$ cat config.mk
export PLATFORM = sky130hd
export DESIGN_NAME = stopwatch_ctrl_flat
export DESIGN_NICKNAME = d
export VERILOG_FILES = /design/src/rtl/stopwatch_pkg.sv /design/src/rtl/stopwatch_if.sv /design/src/rtl/stopwatch_button_debounce.sv /design/src/rtl/stopwatch_ctrl.sv /design/src/flat_wrapper.sv
export SDC_FILE = /design/constraint.sdc
export NUM_CORES = 1
export LEC_CHECK = 0
export ABC_AREA = 1
export CORE_MARGIN = 2
export CORE_UTILIZATION = 65
export CTS_BUF_LIST = sky130_fd_sc_hd__clkbuf_4 sky130_fd_sc_hd__clkbuf_8
export CTS_CLUSTER_DIAMETER = 200
export DETAILED_ROUTE_END_ITERATION = 12
export GPL_TIMING_DRIVEN = 0
export PLACE_DENSITY = 0.85
export SLEW_MARGIN = 20
export SYNTH_ARGS = -nofsm -noshare
export SYNTH_HDL_FRONTEND = slang
export SYNTH_SLANG_ARGS = --single-unit
$ cat constraint.sdc
create_clock -name clk -period 3.17 [get_ports clk]
set_input_delay 0.951 -clock clk [delete_from_list [all_inputs] [get_ports clk]]
set_output_delay 0.951 -clock clk [all_outputs]
set_load 0.01 [all_outputs]
$ cat src/rtl/stopwatch_pkg.sv
// rtl/stopwatch_pkg.sv - shared types and constants for the stopwatch sequencer
//
// Purpose: FSM state encoding, BCD digit limit and default timing constants
// used by stopwatch_ctrl and button_debounce. No ports.

package stopwatch_pkg;

  typedef enum logic [1:0] {
    IDLE  = 2'd0,
    RUN   = 2'd1,
    PAUSE = 2'd2
  } sw_state_e;

  localparam logic [3:0]  BCD_MAX             = 4'd9;
  localparam logic [23:0] TICK_COUNT_DEF      = 24'd10_000_000;
  localparam logic [15:0] DEBOUNCE_CYCLES_DEF = 16'd50_000;

endpackage

$ cat src/rtl/stopwatch_if.sv
// rtl/stopwatch_if.sv - button and display bundle of the stopwatch sequencer
//
// Purpose: groups the raw push-button inputs and the display/status outputs.
// Signals:
//   btn_start_stop, btn_clear, btn_lap : raw asynchronous buttons, active-high
//   disp_ones, disp_tens               : displayed BCD digits
//   running, overflow, lap_active      : status flags
// Modports:
//   master : board side, drives the buttons and observes the display
//   slave  : stopwatch_ctrl side

interface stopwatch_if;

  logic       btn_start_stop;
  logic       btn_clear;
  logic       btn_lap;
  logic [3:0] disp_ones;
  logic [3:0] disp_tens;
  logic       running;
  logic       overflow;
  logic       lap_active;

  modport master (
    output btn_start_stop, btn_clear, btn_lap,
    input  disp_ones, disp_tens, running, overflow, lap_active
  );

  modport slave (
    input  btn_start_stop, btn_clear, btn_lap,
    output disp_ones, disp_tens, running, overflow, lap_active
  );

endinterface

$ cat src/rtl/stopwatch_button_debounce.sv
// rtl/stopwatch_button_debounce.sv - button synchronizer, debouncer and press detector
//
// Purpose: 2-flop synchronizer, then a level debouncer that accepts a change
// only after DEBOUNCE_CYCLES consecutive cycles of disagreement, then a
// registered one-cycle pulse on the debounced rising edge.
// Raw edge to press pulse is 2 + DEBOUNCE_CYCLES + 1 cycles.
// Ports:
//   clk   : system clock
//   reset : synchronous, active-high
//   raw   : asynchronous button level
//   press : one-cycle pulse per accepted press

module button_debounce
  import stopwatch_pkg::*;
#(
  parameter logic [15:0] DEBOUNCE_CYCLES = DEBOUNCE_CYCLES_DEF
) (
  input  logic clk,
  input  logic reset,
  input  logic raw,
  output logic press
);

  logic        sync1_q, sync2_q;
  logic        level_q, level_d;
  logic        level_dly_q;
  logic        press_q, press_d;
  logic [15:0] cnt_q, cnt_d;

  always_comb begin
    level_d = level_q;
    cnt_d   = 16'd0;
    // Counter only runs while the synchronized input disagrees; any agreement
    // clears it, so a glitch must persist the whole window to be accepted.
    if (sync2_q != level_q) begin
      if (cnt_q == DEBOUNCE_CYCLES - 16'd1) begin
        level_d = sync2_q;
      end else begin
        cnt_d = cnt_q + 16'd1;
      end
    end
    press_d = level_q & ~level_dly_q;
  end

  always_ff @(posedge clk) begin
    if (reset) begin
      sync1_q     <= 1'b0;
      sync2_q     <= 1'b0;
      level_q     <= 1'b0;
      level_dly_q <= 1'b0;
      press_q     <= 1'b0;
      cnt_q       <= 16'd0;
    end else begin
      sync1_q     <= raw;
      sync2_q     <= sync1_q;
      level_q     <= level_d;
      level_dly_q <= level_q;
      press_q     <= press_d;
      cnt_q       <= cnt_d;
    end
  end

  assign press = press_q;

endmodule

$ cat src/rtl/stopwatch_ctrl.sv
// rtl/stopwatch_ctrl.sv - stopwatch start/pause/clear sequencer with BCD seconds counter
//
// Purpose: debounces the buttons, runs the IDLE/RUN/PAUSE FSM, owns the tick
// prescaler and the 00..99 BCD seconds counter, and registers the display.
// Optional feature macro: STOPWATCH_LAP_EN (lap snapshot on btn_lap).
// Ports:
//   clk   : system clock
//   reset : synchronous, active-high
//   sw    : stopwatch_if.slave (buttons in; disp_ones, disp_tens, running,
//           overflow, lap_active out)

module stopwatch_ctrl
  import stopwatch_pkg::*;
#(
  parameter logic [23:0] TICK_COUNT      = TICK_COUNT_DEF,
  parameter logic [15:0] DEBOUNCE_CYCLES = DEBOUNCE_CYCLES_DEF
) (
  input  logic        clk,
  input  logic        reset,
  stopwatch_if.slave  sw
);

  sw_state_e   state_q, state_d;
  logic [23:0] presc_q, presc_d;
  logic [3:0]  ones_q, ones_d;
  logic [3:0]  tens_q, tens_d;
  logic        ovf_q, ovf_d;
  logic        running_q, running_d;
  logic [3:0]  disp_ones_q, disp_ones_d;
  logic [3:0]  disp_tens_q, disp_tens_d;
  logic        tick;
  logic        ss_press, clr_press;
  logic        do_clear;

  // Lap view of the display: value of the lap flag and snapshot after this edge.
  logic        lap_cur;
  logic        lap_next;
  logic [3:0]  snap_ones_next, snap_tens_next;

  button_debounce #(.DEBOUNCE_CYCLES(DEBOUNCE_CYCLES)) u_db_start_stop (
    .clk   (clk),
    .reset (reset),
    .raw   (sw.btn_start_stop),
    .press (ss_press)
  );

  button_debounce #(.DEBOUNCE_CYCLES(DEBOUNCE_CYCLES)) u_db_clear (
    .clk   (clk),
    .reset (reset),
    .raw   (sw.btn_clear),
    .press (clr_press)
  );

  // Clear only acts from PAUSE; it also beats a simultaneous start_stop.
  assign do_clear = (state_q == PAUSE) && clr_press;

`ifdef STOPWATCH_LAP_EN
  logic       lap_press;
  logic       lap_q, lap_d;
  logic [3:0] snap_ones_q, snap_ones_d;
  logic [3:0] snap_tens_q, snap_tens_d;

  button_debounce #(.DEBOUNCE_CYCLES(DEBOUNCE_CYCLES)) u_db_lap (
    .clk   (clk),
    .reset (reset),
    .raw   (sw.btn_lap),
    .press (lap_press)
  );

  always_comb begin
    lap_d       = lap_q;
    snap_ones_d = snap_ones_q;
    snap_tens_d = snap_tens_q;
    if ((state_q == RUN) && lap_press) begin
      lap_d = ~lap_q;
      // Snapshot the count as it stands before any tick on this edge.
      if (!lap_q) begin
        snap_ones_d = ones_q;
        snap_tens_d = tens_q;
      end
    end
    if (do_clear) begin
      lap_d = 1'b0;
    end
  end

  always_ff @(posedge clk) begin
    if (reset) begin
      lap_q       <= 1'b0;
      snap_ones_q <= 4'd0;
      snap_tens_q <= 4'd0;
    end else begin
      lap_q       <= lap_d;
      snap_ones_q <= snap_ones_d;
      snap_tens_q <= snap_tens_d;
    end
  end

  assign lap_cur        = lap_q;
  assign lap_next       = lap_d;
  assign snap_ones_next = snap_ones_d;
  assign snap_tens_next = snap_tens_d;
`else
  logic unused_btn_lap;
  assign unused_btn_lap = sw.btn_lap;
  assign lap_cur        = 1'b0;
  assign lap_next       = 1'b0;
  assign snap_ones_next = 4'd0;
  assign snap_tens_next = 4'd0;
`endif

  always_comb begin
    state_d = state_q;
    presc_d = presc_q;
    ones_d  = ones_q;
    tens_d  = tens_q;
    ovf_d   = ovf_q;
    tick    = 1'b0;

    // Prescaler advances only in RUN and is otherwise held, so a resume
    // completes the partial second.
    if (state_q == RUN) begin
      if (presc_q == TICK_COUNT - 24'd1) begin
        tick    = 1'b1;
        presc_d = 24'd0;
      end else begin
        presc_d = presc_q + 24'd1;
      end
    end

    if (tick) begin
      if (ones_q == BCD_MAX) begin
        ones_d = 4'd0;
        if (tens_q == BCD_MAX) begin
          tens_d = 4'd0;
          ovf_d  = 1'b1;
        end else begin
          tens_d = tens_q + 4'd1;
        end
      end else begin
        ones_d = ones_q + 4'd1;
      end
    end

    case (state_q)
      IDLE: begin
        if (ss_press) state_d = RUN;
      end
      RUN: begin
        // A tick on the same edge has already been applied above.
        if (ss_press) state_d = PAUSE;
      end
      PAUSE: begin
        if (do_clear) begin
          state_d = IDLE;
          presc_d = 24'd0;
          ones_d  = 4'd0;
          tens_d  = 4'd0;
          ovf_d   = 1'b0;
        end else if (ss_press) begin
          state_d = RUN;
        end
      end
      default: state_d = IDLE;
    endcase

    running_d   = (state_d == RUN);
    disp_ones_d = lap_next ? snap_ones_next : ones_d;
    disp_tens_d = lap_next ? snap_tens_next : tens_d;
  end

  always_ff @(posedge clk) begin
    if (reset) begin
      state_q     <= IDLE;
      presc_q     <= 24'd0;
      ones_q      <= 4'd0;
      tens_q      <= 4'd0;
      ovf_q       <= 1'b0;
      running_q   <= 1'b0;
      disp_ones_q <= 4'd0;
      disp_tens_q <= 4'd0;
    end else begin
      state_q     <= state_d;
      presc_q     <= presc_d;
      ones_q      <= ones_d;
      tens_q      <= tens_d;
      ovf_q       <= ovf_d;
      running_q   <= running_d;
      disp_ones_q <= disp_ones_d;
      disp_tens_q <= disp_tens_d;
    end
  end

  assign sw.disp_ones  = disp_ones_q;
  assign sw.disp_tens  = disp_tens_q;
  assign sw.running    = running_q;
  assign sw.overflow   = ovf_q;
  assign sw.lap_active = lap_cur;

endmodule

$ cat src/flat_wrapper.sv
// flat-port wrapper written by rule: the top's interface ports become plain ports
module stopwatch_ctrl_flat import stopwatch_pkg::*;
#(
  parameter logic [23:0] TICK_COUNT      = TICK_COUNT_DEF,
  parameter logic [15:0] DEBOUNCE_CYCLES = DEBOUNCE_CYCLES_DEF
)
  (clk, reset, sw_btn_start_stop, sw_btn_clear, sw_btn_lap, sw_disp_ones, sw_disp_tens, sw_running, sw_overflow, sw_lap_active);
  stopwatch_if sw_i ();
  input  logic clk;
  input  logic reset;
  input wire logic [$bits(sw_i.btn_start_stop)-1:0] sw_btn_start_stop;
  input wire logic [$bits(sw_i.btn_clear)-1:0] sw_btn_clear;
  input wire logic [$bits(sw_i.btn_lap)-1:0] sw_btn_lap;
  output wire logic [$bits(sw_i.disp_ones)-1:0] sw_disp_ones;
  output wire logic [$bits(sw_i.disp_tens)-1:0] sw_disp_tens;
  output wire logic [$bits(sw_i.running)-1:0] sw_running;
  output wire logic [$bits(sw_i.overflow)-1:0] sw_overflow;
  output wire logic [$bits(sw_i.lap_active)-1:0] sw_lap_active;
  assign sw_i.btn_start_stop = sw_btn_start_stop;
  assign sw_i.btn_clear = sw_btn_clear;
  assign sw_i.btn_lap = sw_btn_lap;
  assign sw_disp_ones = sw_i.disp_ones;
  assign sw_disp_tens = sw_i.disp_tens;
  assign sw_running = sw_i.running;
  assign sw_overflow = sw_i.overflow;
  assign sw_lap_active = sw_i.lap_active;
  stopwatch_ctrl #(.TICK_COUNT(TICK_COUNT), .DEBOUNCE_CYCLES(DEBOUNCE_CYCLES)) u_core (.clk(clk), .reset(reset), .sw(sw_i));
endmodule
== After elaboration in Yosys (flattened, before gate mapping) ==
Cells that the tools add are included.
Storage, ports and cells
  flip-flop bits (word level): 78
  bits in latches: 0
  bits in writable memories: 0
  memory bits (read-only): 0
  input bits: 5
  output and inout bits: 11
  logic and storage cells: 69
  memories: 0
Cells by class
  add/sub/neg operators: 5
  multiply operators: 0
  div/mod/pow operators: 0
  order comparisons: 0
  eq/ne operators: 10
  shift-type cells: 0
  muxes and demuxes: 24
  bitwise operators: 6
  reduce and logical (&&, ||, !) cells: 6
Operators by type and width (count)
  $mux W24: 4
  $mux W4: 9
  $add A16 B1 Y16 const B: 2
  $eq A16 B16 Y1 const B: 2
  $add A24 B1 Y24 const B: 1
  $eq A24 B24 Y1 const B: 1
  $add A4 B1 Y4 const B: 2
  $eq A4 B4 Y1 const B: 2
  $mux W1: 7
  $mux W2: 3
  $pmux W2 S3: 1
  $reduce_or A3 Y1: 2
  $eq A2 B1 Y1 const B: 2
  $not A1 Y1: 4
  $reduce_and A2 Y1: 2
  $and A1 B1 Y1: 2
  $eq A2 B2 Y1 const B: 1
  $logic_not A2 Y1: 1
  $ne A1 B1 Y1: 2
  $logic_and A1 B1 Y1: 1

== Depth between registers and ports, before layout ==
Gate-level depths: netlist of the first run.
  word-level depth: 6
  gate-level depth with buffers: 11
  mapped depth without buffers: 11

== Modules after synthesis ==
A second synthesis of the first run with hierarchy kept.
Second synthesis, totals
  cells, all modules: 594
  area, all modules: 3972.6 µm²
By module, submodules not included
  stopwatch_ctrl: times used 1, cells each 324, area each 2065.7 µm², sequential area each 720.7 µm²
  button_debounce: times used 2, cells each 135, area each 953.4 µm², sequential area each 420.4 µm²

== Worst setup path before layout of the first run ==
OpenSTA, ideal clock, no wires.
  path type: input to register
  start point: input port reset
  end point: register u_core.presc_q[11]
  setup time: 0.114 ns
  data arrival time: 1.664 ns
  required time: 3.056 ns
  path slack: 1.392 ns
  cell stages on the path: 6
  path buffers: 1
  path through: inv_1 > nand2_1 > clkinv_1 > nand2_4 > buf_6 > nor2_1
RTL lines
  from (decl): line flat_wrapper.sv:10  | input logic reset;
  to (signal assigned): line stopwatch_ctrl.sv:184  | presc_q <= presc_d;
  to (decl): line stopwatch_ctrl.sv:24  | logic [23:0] presc_q, presc_d;

==> report_table.html, run 1 <==
<table>
<tr><th>Metric</th><th>Value</th></tr>
<tr><th colspan="2">Yosys</th></tr>
<tr><td>Ys flop type</td><td>sky130_fd_sc_hd__dfxtp_1</td></tr>
<tr><td>Post-synthesis register bit count</td><td>between 70 and 80</td></tr>
<tr><td>Synth warn</td><td>0</td></tr>
<tr><td>Mean post-synth cell area</td><td>6.85 um2</td></tr>
<tr><td>Sequential element share of the synthesized area</td><td>around 40%</td></tr>
<tr><td>Unique cell type count in the Yosys netlist</td><td>34</td></tr>
<tr><td>EDFF count, synth</td><td>0</td></tr>
<tr><td>Number of instances in the synthesized netlist</td><td>563</td></tr>
<tr><td>Syn nets</td><td>between 500 and 600</td></tr>
<tr><td>Fraction of registers with async set/reset</td><td>0%</td></tr>
<tr><td>Cell Area, Synth</td><td>between 3000 and 4000 um2</td></tr>
<tr><th colspan="2">Clock network</th></tr>
<tr><td>Number of buffers created by CTS</td><td>9</td></tr>
<tr><td>Clock tree from TritonCTS</td><td>yes</td></tr>
<tr><td>Clk root buf</td><td>sky130_fd_sc_hd__clkbuf_8</td></tr>
<tr><td>TritonCTS sink count</td><td>slightly below 80</td></tr>
<tr><td>Insertion delay to the later sink of the worst-skew pair</td><td>approximately 350 ps</td></tr>
<tr><td>Max H-tree Level</td><td>3</td></tr>
<tr><td>Reg clk slew, reported paths</td><td>90 ps</td></tr>
<tr><td>Setup Fix Bufs, Post-CTS</td><td>0</td></tr>
<tr><td>Cells resized by post-CTS repair</td><td>0</td></tr>
<tr><td>Hold-fix buffer count after cts</td><td>0</td></tr>
<tr><td>Largest buffer count on any clock path</td><td>2</td></tr>
<tr><th colspan="2">Worst setup path</th></tr>
<tr><td>CP endpoint kind</td><td>primary output</td></tr>
<tr><td>Maximum single-stage delay on the critical path</td><td>~570 ps</td></tr>
<tr><td>Peak fanout along the critical path</td><td>5</td></tr>
<tr><td>Kind of critical path</td><td>reg2out</td></tr>
<tr><td>Cell family with the largest share of critical-path delay</td><td>buffers and inverters</td></tr>
<tr><td>Type of element launching the critical path</td><td>register</td></tr>
<tr><td>Crit-path slowest cell</td><td>sky130_fd_sc_hd__clkdlybuf4s50_1</td></tr>
<tr><td>Worst path buffer plus inverter count</td><td>1</td></tr>
<tr><td>Required time of the critical path</td><td>2220 ps</td></tr>
<tr><td>Endpoint arrival time on the critical path</td><td>1320 ps</td></tr>
<tr><td>Critical Path, Cell by Cell</td><td>clkdlybuf4s50_1</td></tr>
<tr><th colspan="2">Layout</th></tr>
<tr><td>Leading cell type in the layout, fill and taps excluded</td><td>sky130_fd_sc_hd__nand2_1</td></tr>
<tr><td>Antenna Cells</td><td>0</td></tr>
<tr><td>Area growth from synthesis to layout</td><td>11.0%</td></tr>
<tr><td>Utilization after layout</td><td>between 70% and 80%</td></tr>
<tr><td>Multi-input gate area in the final layout</td><td>a little under 2000 um2</td></tr>
<tr><td>Sequential cell area</td><td>between 1500 and 2000 um2</td></tr>
<tr><td>Nets</td><td>roughly 600</td></tr>
<tr><td>Number of filler instances in the final layout</td><td>around 480</td></tr>
<tr><td>Commonest cells after routing, fill and taps aside</td><td>sky130_fd_sc_hd__nand2_1 (123), sky130_fd_sc_hd__nor2_1 (95), sky130_fd_sc_hd__inv_1 (82)</td></tr>
<tr><td>Proportion of layout cells with a drive suffix above 1</td><td>8.28%</td></tr>
<tr><td>Post-route cell area</td><td>about 4300 um2</td></tr>
<tr><th colspan="2">Timing</th></tr>
<tr><td>Minimum clock period</td><td>between 2000 and 2500 ps</td></tr>
<tr><td>Final clock period utilization by the worst path</td><td>between 70% and 80%</td></tr>
<tr><td>Transition time at the pin with the least slew margin</td><td>526 ps</td></tr>
<tr><td>Number of failing setup endpoints in the final timing report</td><td>0</td></tr>
<tr><td>Hold violation count in the final report</td><td>0</td></tr>
<tr><td>Highest clock rate</td><td>about 440 MHz</td></tr>
<tr><td>Remaining max-slew budget at the tightest pin</td><td>between 60% and 70%</td></tr>
<tr><td>Post-route setup TNS</td><td>0 ps</td></tr>
<tr><td>Worst-case setup margin in the final layout</td><td>slightly below 900 ps</td></tr>
<tr><td>Post-Route Skew</td><td>roughly 15 ps</td></tr>
<tr><td>Max Transition Viols Final</td><td>0</td></tr>
<tr><td>Unrepaired setup endpoints after global routing</td><td>false</td></tr>
<tr><th colspan="2">Routing</th></tr>
<tr><td>Via-to-Cell Ratio</td><td>about 5.3</td></tr>
<tr><td>Wirelength, routed</td><td>7680 um</td></tr>
<tr><td>Detailed-router iteration count before antenna repair</td><td>4</td></tr>
<tr><td>DRC violations left</td><td>0</td></tr>
<tr><td>Count of antenna-violating nets left after detailed routing</td><td>0</td></tr>
<tr><td>Total via count after detailed routing</td><td>around 3.5k</td></tr>
<tr><td>DR iter-0 viols</td><td>roughly 150</td></tr>
<tr><td>DR WL/cell</td><td>roughly 12 um</td></tr>
<tr><th colspan="2">Floorplan</th></tr>
<tr><td>Area enclosed by the die boundary</td><td>around 6600 um2</td></tr>
<tr><td>I/O Pins</td><td>16</td></tr>
<tr><td>Width of the chip</td><td>just over 80 um</td></tr>
<tr><td>Core outline area</td><td>5820 um2</td></tr>
<tr><td>Vert. Die Dim</td><td>~81 um</td></tr>
<tr><td>Row count</td><td>28</td></tr>
<tr><td>Initial core utilization</td><td>66.3%</td></tr>
<tr><th colspan="2">Placed design</th></tr>
<tr><td>Worst Setup Slack post-DPL</td><td>595 ps</td></tr>
<tr><td>Post-DP Area</td><td>around 4100 um2</td></tr>
<tr><td>HPWL Detailed</td><td>between 5000 and 6000 um</td></tr>
<tr><td>Global placer's final weighted congestion</td><td>a little over 0.9</td></tr>
<tr><td>IO Port Bufs</td><td>13</td></tr>
<tr><th colspan="2">Run status</th></tr>
<tr><td>Result of the run</td><td>complete, no violations</td></tr>
<tr><th colspan="2">Power</th></tr>
<tr><td>Leakage power</td><td>between 1.5 and 2 nW</td></tr>
<tr><td>Total power draw</td><td>around 1.8 mW</td></tr>
<tr><td>Peak ir drop on the vdd network</td><td>467 uV</td></tr>
<tr><td>Areal power density over the cells</td><td>~410 nW/um2</td></tr>
<tr><th colspan="2">Global route</th></tr>
<tr><td>First-pass GRT wire length</td><td>12900 um</td></tr>
<tr><td>Via count of the first global-routing pass</td><td>about 3.1k</td></tr>
<tr><td>Antenna violations before repair</td><td>0</td></tr>
<tr><td>Largest net degree at the start of global routing</td><td>14</td></tr>
<tr><td>Remaining global-route overflow</td><td>0</td></tr>
<tr><td>Global-route total usage across every layer</td><td>24.9%</td></tr>
<tr><th colspan="2">Worst hold path</th></tr>
<tr><td>Path class of the lowest-slack min-delay path</td><td>reg2reg</td></tr>
<tr><th colspan="2">Run</th></tr>
<tr><td>Max-capacitance violation count</td><td>0</td></tr>
</table>
per-layer routing:
| metal | vias to the layer above | global-route usage, % | wire length, um |
|---|---|---|---|
| li1 | 1830 | - | - |
| met1 | 1597 | 30.6 | 3510 |
| met2 | 95 | 41.8 | 3650 |
| met3 | 18 | 6.89 | 377 |
| met4 | 0 | 9.15 | 134 |
| met5 | - | 0 | 0 |
power breakdown:
group	internal, mW	switching [mW]
clock	0.382	0.358
combinational	0.0115	0.0210
sequential	0.982	0.00164
total	1.38	0.381
logic make-up (layout without fill, tap and decap cells):
group | count (synthesis) | count (layout) | share of synthesized area, %
simple gates | 334 | 334 | 39.9
buf+inv | 92 | 121 | 9.54
flops | 78 | 78 | 40.5
compound gates | 38 | 38 | 5.16
xor+xnor | 17 | 17 | 3.86
fa+ha+maj | 3 | 3 | 0.973
other cells | 1 | 1 | 0.0972
worst register-to-register path, delay by kind of cell (launching register included):
kind            cells  cell delay [ps]
compound gates      1               60
fa+ha+maj           1              250
buf+inv             1              200
flops               1              380
simple gates        4              770
flip-flops by register name, indices dropped and copies added (netlist names), 2 cells and up:
signal and flops:
u_core.state_q 2, u_core.u_db_start_stop.cnt_q 16, u_core.u_db_clear.cnt_q 16, u_core.tens_q 4, u_core.sw.disp_ones 4, u_core.presc_q 24
final cells by class:
cell class | count | share of cell area, %
sequential | 78 | 36.5
clock buffer | 10 | 3.22
inverter | 87 | 7.63
buffer | 5 | 0.965
multi-input combinational | 393 | 45.0
timing repair buffer | 13 | 3.04
clock inverter | 6 | 1.43
tap | 75 | 2.19
path summary, 6_finish.rpt:
path,startpoint,end,slack (ps),depth (start not counted)
worst max-delay path,u_core.tens_q[0],sw_disp_tens[0],890,1
worst min-delay path,u_core.u_db_start_stop.level_dly_q,u_core.u_db_start_stop.press,380,1
worst max register to register,u_core.u_db_clear.cnt_q[0],u_core.u_db_clear.cnt_q[10],1400,7
worst min register to register,u_core.u_db_start_stop.level_dly_q,u_core.u_db_start_stop.press,380,1
stage by stage:
| stage | hold WS, ps | instances |
|---|---|---|
| after floorplan | 373 | 563 |
| after global placement | 380 | 651 |
| after detailed placement | 381 | 651 |
| after CTS | 389 | 667 |
| after global routing | 406 | 667 |
| final | 381 | 667 |
cell usage after synthesis (2+ instances only):
library cell / instances / area, um2
sky130_fd_sc_hd__a21oi_1: 27 / 135
sky130_fd_sc_hd__a31oi_1: 2 / 12.5
sky130_fd_sc_hd__buf_4: 2 / 15.0
sky130_fd_sc_hd__buf_6: 2 / 22.5
sky130_fd_sc_hd__dfxtp_1: 78 / 1560
sky130_fd_sc_hd__ha_1: 3 / 37.5
sky130_fd_sc_hd__inv_1: 82 / 308
sky130_fd_sc_hd__inv_2: 4 / 15.0
sky130_fd_sc_hd__nand2_1: 123 / 462
sky130_fd_sc_hd__nand2_2: 3 / 18.8
sky130_fd_sc_hd__nand3_1: 38 / 190
sky130_fd_sc_hd__nand3_2: 2 / 20.0
sky130_fd_sc_hd__nand4_1: 17 / 106
sky130_fd_sc_hd__nor2_1: 95 / 357
sky130_fd_sc_hd__nor2_2: 6 / 37.5
sky130_fd_sc_hd__nor2_4: 3 / 33.8
sky130_fd_sc_hd__nor3_1: 25 / 125
sky130_fd_sc_hd__nor3_2: 7 / 70.1
sky130_fd_sc_hd__nor3b_1: 3 / 22.5
sky130_fd_sc_hd__nor4_1: 3 / 18.8
sky130_fd_sc_hd__o21ai_0: 6 / 30.0
sky130_fd_sc_hd__or2_0: 5 / 31.3
sky130_fd_sc_hd__xnor2_1: 3 / 26.3
sky130_fd_sc_hd__xor2_1: 14 / 123
No activity file was read; power rests on OpenSTA's default activity.
==> run 2, diff against run 1 <==
--- a/config.mk
+++ b/config.mk
@@ -7,12 +7,12 @@
 export LEC_CHECK = 0
 export ABC_AREA = 1
 export CORE_MARGIN = 2
-export CORE_UTILIZATION = 65
+export CORE_UTILIZATION = 63
 export CTS_BUF_LIST = sky130_fd_sc_hd__clkbuf_4 sky130_fd_sc_hd__clkbuf_8
 export CTS_CLUSTER_DIAMETER = 200
 export DETAILED_ROUTE_END_ITERATION = 12
 export GPL_TIMING_DRIVEN = 0
-export PLACE_DENSITY = 0.85
+export PLACE_DENSITY = 0.82
 export SLEW_MARGIN = 20
 export SYNTH_ARGS = -nofsm -noshare
 export SYNTH_HDL_FRONTEND = slang
==> constraint.sdc (replaced) <==
create_clock -name clk -period 2.15 [get_ports clk]
set_input_delay 0.645 -clock clk [delete_from_list [all_inputs] [get_ports clk]]
set_output_delay 0.645 -clock clk [all_outputs]
set_load 0.01 [all_outputs]
==> run 2 against run 1 <==
  * Sequential share of layout area increased by 0.053 points
  * First-iteration DRC count rose by 32%
  * Utilization fell by 1.4 points
  * Via count decreased by 1.1%
  * Clock skew shrank 7.0 ps
  * Design area decreased by 0.15%
  * Flip-flop and latch count stayed put
  * Largest power group unchanged
==> report_table.html, run 2 (synthesis results as in run 1) <==
<table>
<tr><th>Metric</th><th>Value</th></tr>
<tr><th colspan="2">Layout</th></tr>
<tr><td>Commonest cells after routing, fill and taps aside</td><td>sky130_fd_sc_hd__nand2_1 (123), sky130_fd_sc_hd__nor2_1 (95), sky130_fd_sc_hd__inv_1 (82)</td></tr>
<tr><td>Nets</td><td>slightly below 600</td></tr>
<tr><td>Final non-filler cell total</td><td>approximately 670</td></tr>
<tr><td>Utilization after layout</td><td>just over 70%</td></tr>
<tr><td>Area growth from synthesis to layout</td><td>10.8%</td></tr>
<tr><td>Reg with most FFs</td><td>u_core.presc_q</td></tr>
<tr><td>Max FFs per register</td><td>24</td></tr>
<tr><td>Antenna Cells</td><td>0</td></tr>
<tr><td>Proportion of layout cells with a drive suffix above 1</td><td>under 10%</td></tr>
<tr><td>Leading cell type in the layout, fill and taps excluded</td><td>sky130_fd_sc_hd__nand2_1</td></tr>
<tr><td>Largest regs</td><td>u_core.presc_q: 24 flops, u_core.u_db_clear.cnt_q: 16 flops, u_core.u_db_start_stop.cnt_q: 16 flops</td></tr>
<tr><td>Post-route cell area</td><td>4270 um2</td></tr>
<tr><th colspan="2">Timing</th></tr>
<tr><td>Number of failing setup endpoints in the final timing report</td><td>0</td></tr>
<tr><td>Post-route setup TNS</td><td>0 ps</td></tr>
<tr><td>Transition time at the pin with the least slew margin</td><td>roughly 500 ps</td></tr>
<tr><td>Unrepaired setup endpoints after global routing</td><td>false</td></tr>
<tr><td>Highest clock rate</td><td>507 MHz</td></tr>
<tr><td>Final clock period utilization by the worst path</td><td>between 90 and 100%</td></tr>
<tr><td>Max Transition Viols Final</td><td>0</td></tr>
<tr><td>Post-Route Skew</td><td>8.32 ps</td></tr>
<tr><td>Minimum clock period</td><td>roughly 2000 ps</td></tr>
<tr><td>Hold_ws</td><td>around 400 ps</td></tr>
<tr><td>Remaining max-slew budget at the tightest pin</td><td>65.8%</td></tr>
<tr><td>Worst-case setup margin in the final layout</td><td>~180 ps</td></tr>
<tr><td>Hold violation count in the final report</td><td>0</td></tr>
<tr><th colspan="2">Placed design</th></tr>
<tr><td>Post-placement cell count</td><td>651</td></tr>
<tr><td>Post-DP Area</td><td>between 4000 and 5000 um2</td></tr>
<tr><td>Worst Setup Slack post-DPL</td><td>-158 ps</td></tr>
<tr><td>Global placer's final weighted congestion</td><td>just over 0.9</td></tr>
<tr><td>HPWL Detailed</td><td>approximately 5600 um</td></tr>
<tr><td>IO Port Bufs</td><td>13</td></tr>
<tr><th colspan="2">Floorplan</th></tr>
<tr><td>I/O Pins</td><td>16</td></tr>
<tr><td>Core outline area</td><td>5920 um2</td></tr>
<tr><td>Vert. Die Dim</td><td>a little over 80 um</td></tr>
<tr><td>Width of the chip</td><td>between 80 and 90 um</td></tr>
<tr><td>Initial core utilization</td><td>about 65%</td></tr>
<tr><td>Row count</td><td>28</td></tr>
<tr><td>Area enclosed by the die boundary</td><td>a little under 7000 um2</td></tr>
<tr><th colspan="2">Routing</th></tr>
<tr><td>Total via count after detailed routing</td><td>about 3.5k</td></tr>
<tr><td>DRC violations left</td><td>0</td></tr>
<tr><td>Count of antenna-violating nets left after detailed routing</td><td>0</td></tr>
<tr><td>Wirelength, routed</td><td>around 7600 um</td></tr>
<tr><td>DR iter-0 viols</td><td>200</td></tr>
<tr><td>Via-to-Cell Ratio</td><td>5.26</td></tr>
<tr><td>Detailed-router iteration count before antenna repair</td><td>5</td></tr>
<tr><td>DR WL/cell</td><td>~11 um</td></tr>
<tr><th colspan="2">Worst setup path</th></tr>
<tr><td>Maximum single-stage delay on the critical path</td><td>approximately 570 ps</td></tr>
<tr><td>Worst setup path start</td><td>u_core.tens_q[0]</td></tr>
<tr><td>RR Startpoint</td><td>u_core.u_db_clear.cnt_q[0]</td></tr>
<tr><td>Critical Path, Cell by Cell</td><td>clkdlybuf4s50_1</td></tr>
<tr><td>Worst path buffer plus inverter count</td><td>1</td></tr>
<tr><td>Cell family with the largest share of critical-path delay</td><td>buffers and inverters</td></tr>
<tr><td>Peak fanout along the critical path</td><td>5</td></tr>
<tr><td>Crit-path slowest cell</td><td>sky130_fd_sc_hd__clkdlybuf4s50_1</td></tr>
<tr><td>Endpoint arrival time on the critical path</td><td>between 1000 and 1500 ps</td></tr>
<tr><td>Kind of critical path</td><td>reg2out</td></tr>
<tr><td>CP endpoint kind</td><td>primary output</td></tr>
<tr><td>Type of element launching the critical path</td><td>register</td></tr>
<tr><td>Required time of the critical path</td><td>1500 ps</td></tr>
<tr><th colspan="2">Clock network</th></tr>
<tr><td>Hold-fix buffer count after cts</td><td>0</td></tr>
<tr><td>Largest buffer count on any clock path</td><td>2</td></tr>
<tr><td>Number of buffers created by CTS</td><td>9</td></tr>
<tr><td>Max H-tree Level</td><td>3</td></tr>
<tr><td>TritonCTS sink count</td><td>between 70 and 80</td></tr>
<tr><td>Cells resized by post-CTS repair</td><td>0</td></tr>
<tr><td>Clk root buf</td><td>sky130_fd_sc_hd__clkbuf_8</td></tr>
<tr><td>Reg clk slew, reported paths</td><td>approximately 80 ps</td></tr>
<tr><td>Clock tree from TritonCTS</td><td>yes</td></tr>
<tr><td>Setup Fix Bufs, Post-CTS</td><td>0</td></tr>
<tr><td>Insertion delay to the later sink of the worst-skew pair</td><td>approximately 340 ps</td></tr>
<tr><th colspan="2">Power</th></tr>
<tr><td>Total power draw</td><td>2.58 mW</td></tr>
<tr><td>Leakage power</td><td>about 1.6 nW</td></tr>
<tr><td>Areal power density over the cells</td><td>604 nW/um2</td></tr>
<tr><td>Peak ir drop on the vdd network</td><td>458 uV</td></tr>
<tr><th colspan="2">Global route</th></tr>
<tr><td>Global-route total usage across every layer</td><td>approximately 24%</td></tr>
<tr><td>Largest net degree at the start of global routing</td><td>13</td></tr>
<tr><td>First-pass GRT wire length</td><td>~13000 um</td></tr>
<tr><td>Antenna violations before repair</td><td>0</td></tr>
<tr><td>Remaining global-route overflow</td><td>0</td></tr>
<tr><td>Via count of the first global-routing pass</td><td>~3.2k</td></tr>
<tr><th colspan="2">Run status</th></tr>
<tr><td>Result of the run</td><td>complete, no violations</td></tr>
<tr><th colspan="2">Worst hold path</th></tr>
<tr><td>Path class of the lowest-slack min-delay path</td><td>reg2reg</td></tr>
<tr><td>Worst hold path startpoint</td><td>u_core.u_db_start_stop.level_dly_q</td></tr>
<tr><th colspan="2">Run</th></tr>
<tr><td>Max-capacitance violation count</td><td>0</td></tr>
</table>
[run 2: changes by cell type in the layout (fill, tap and decap cells not counted), sizes merged]
| cell | delta |
|---|---|
| clkinv | -2 |
| clkbuf | +1 |
[run 2: worst paths after layout]
kind	to	slack, ps	cells past startpoint
max	sw_disp_tens[0]	180	1
min	u_core.u_db_start_stop.press	400	1
max reg2reg	u_core.u_db_clear.cnt_q[12]	410	7
min reg2reg	u_core.u_db_start_stop.press	400	1
[run 2: cell type report]
| cell class | count | area (um2) |
|---|---|---|
| clock inverter | 4 | 47.5 |
| multi-input combinational | 393 | 1930 |
| fill | 498 | 1650 |
| clock buffer | 11 | 145 |
| timing repair buffer | 13 | 130 |
| tap | 75 | 93.8 |
| inverter | 87 | 327 |
| sequential | 78 | 1560 |
| buffer | 5 | 41.3 |
[run 2: metal layers]
metal,wire (um),up-vias,GRT usage [%]
li1,-,1837,-
met1,3500,1572,29.6
met2,3620,78,42.4
met3,309,15,3.26
met4,161,0,11.3
met5,0,-,0
[run 2: power by group]
part           switching (mW)  internal [mW]
Clock                   0.513          0.571
Sequential            0.00256           1.45
Combinational          0.0304         0.0170
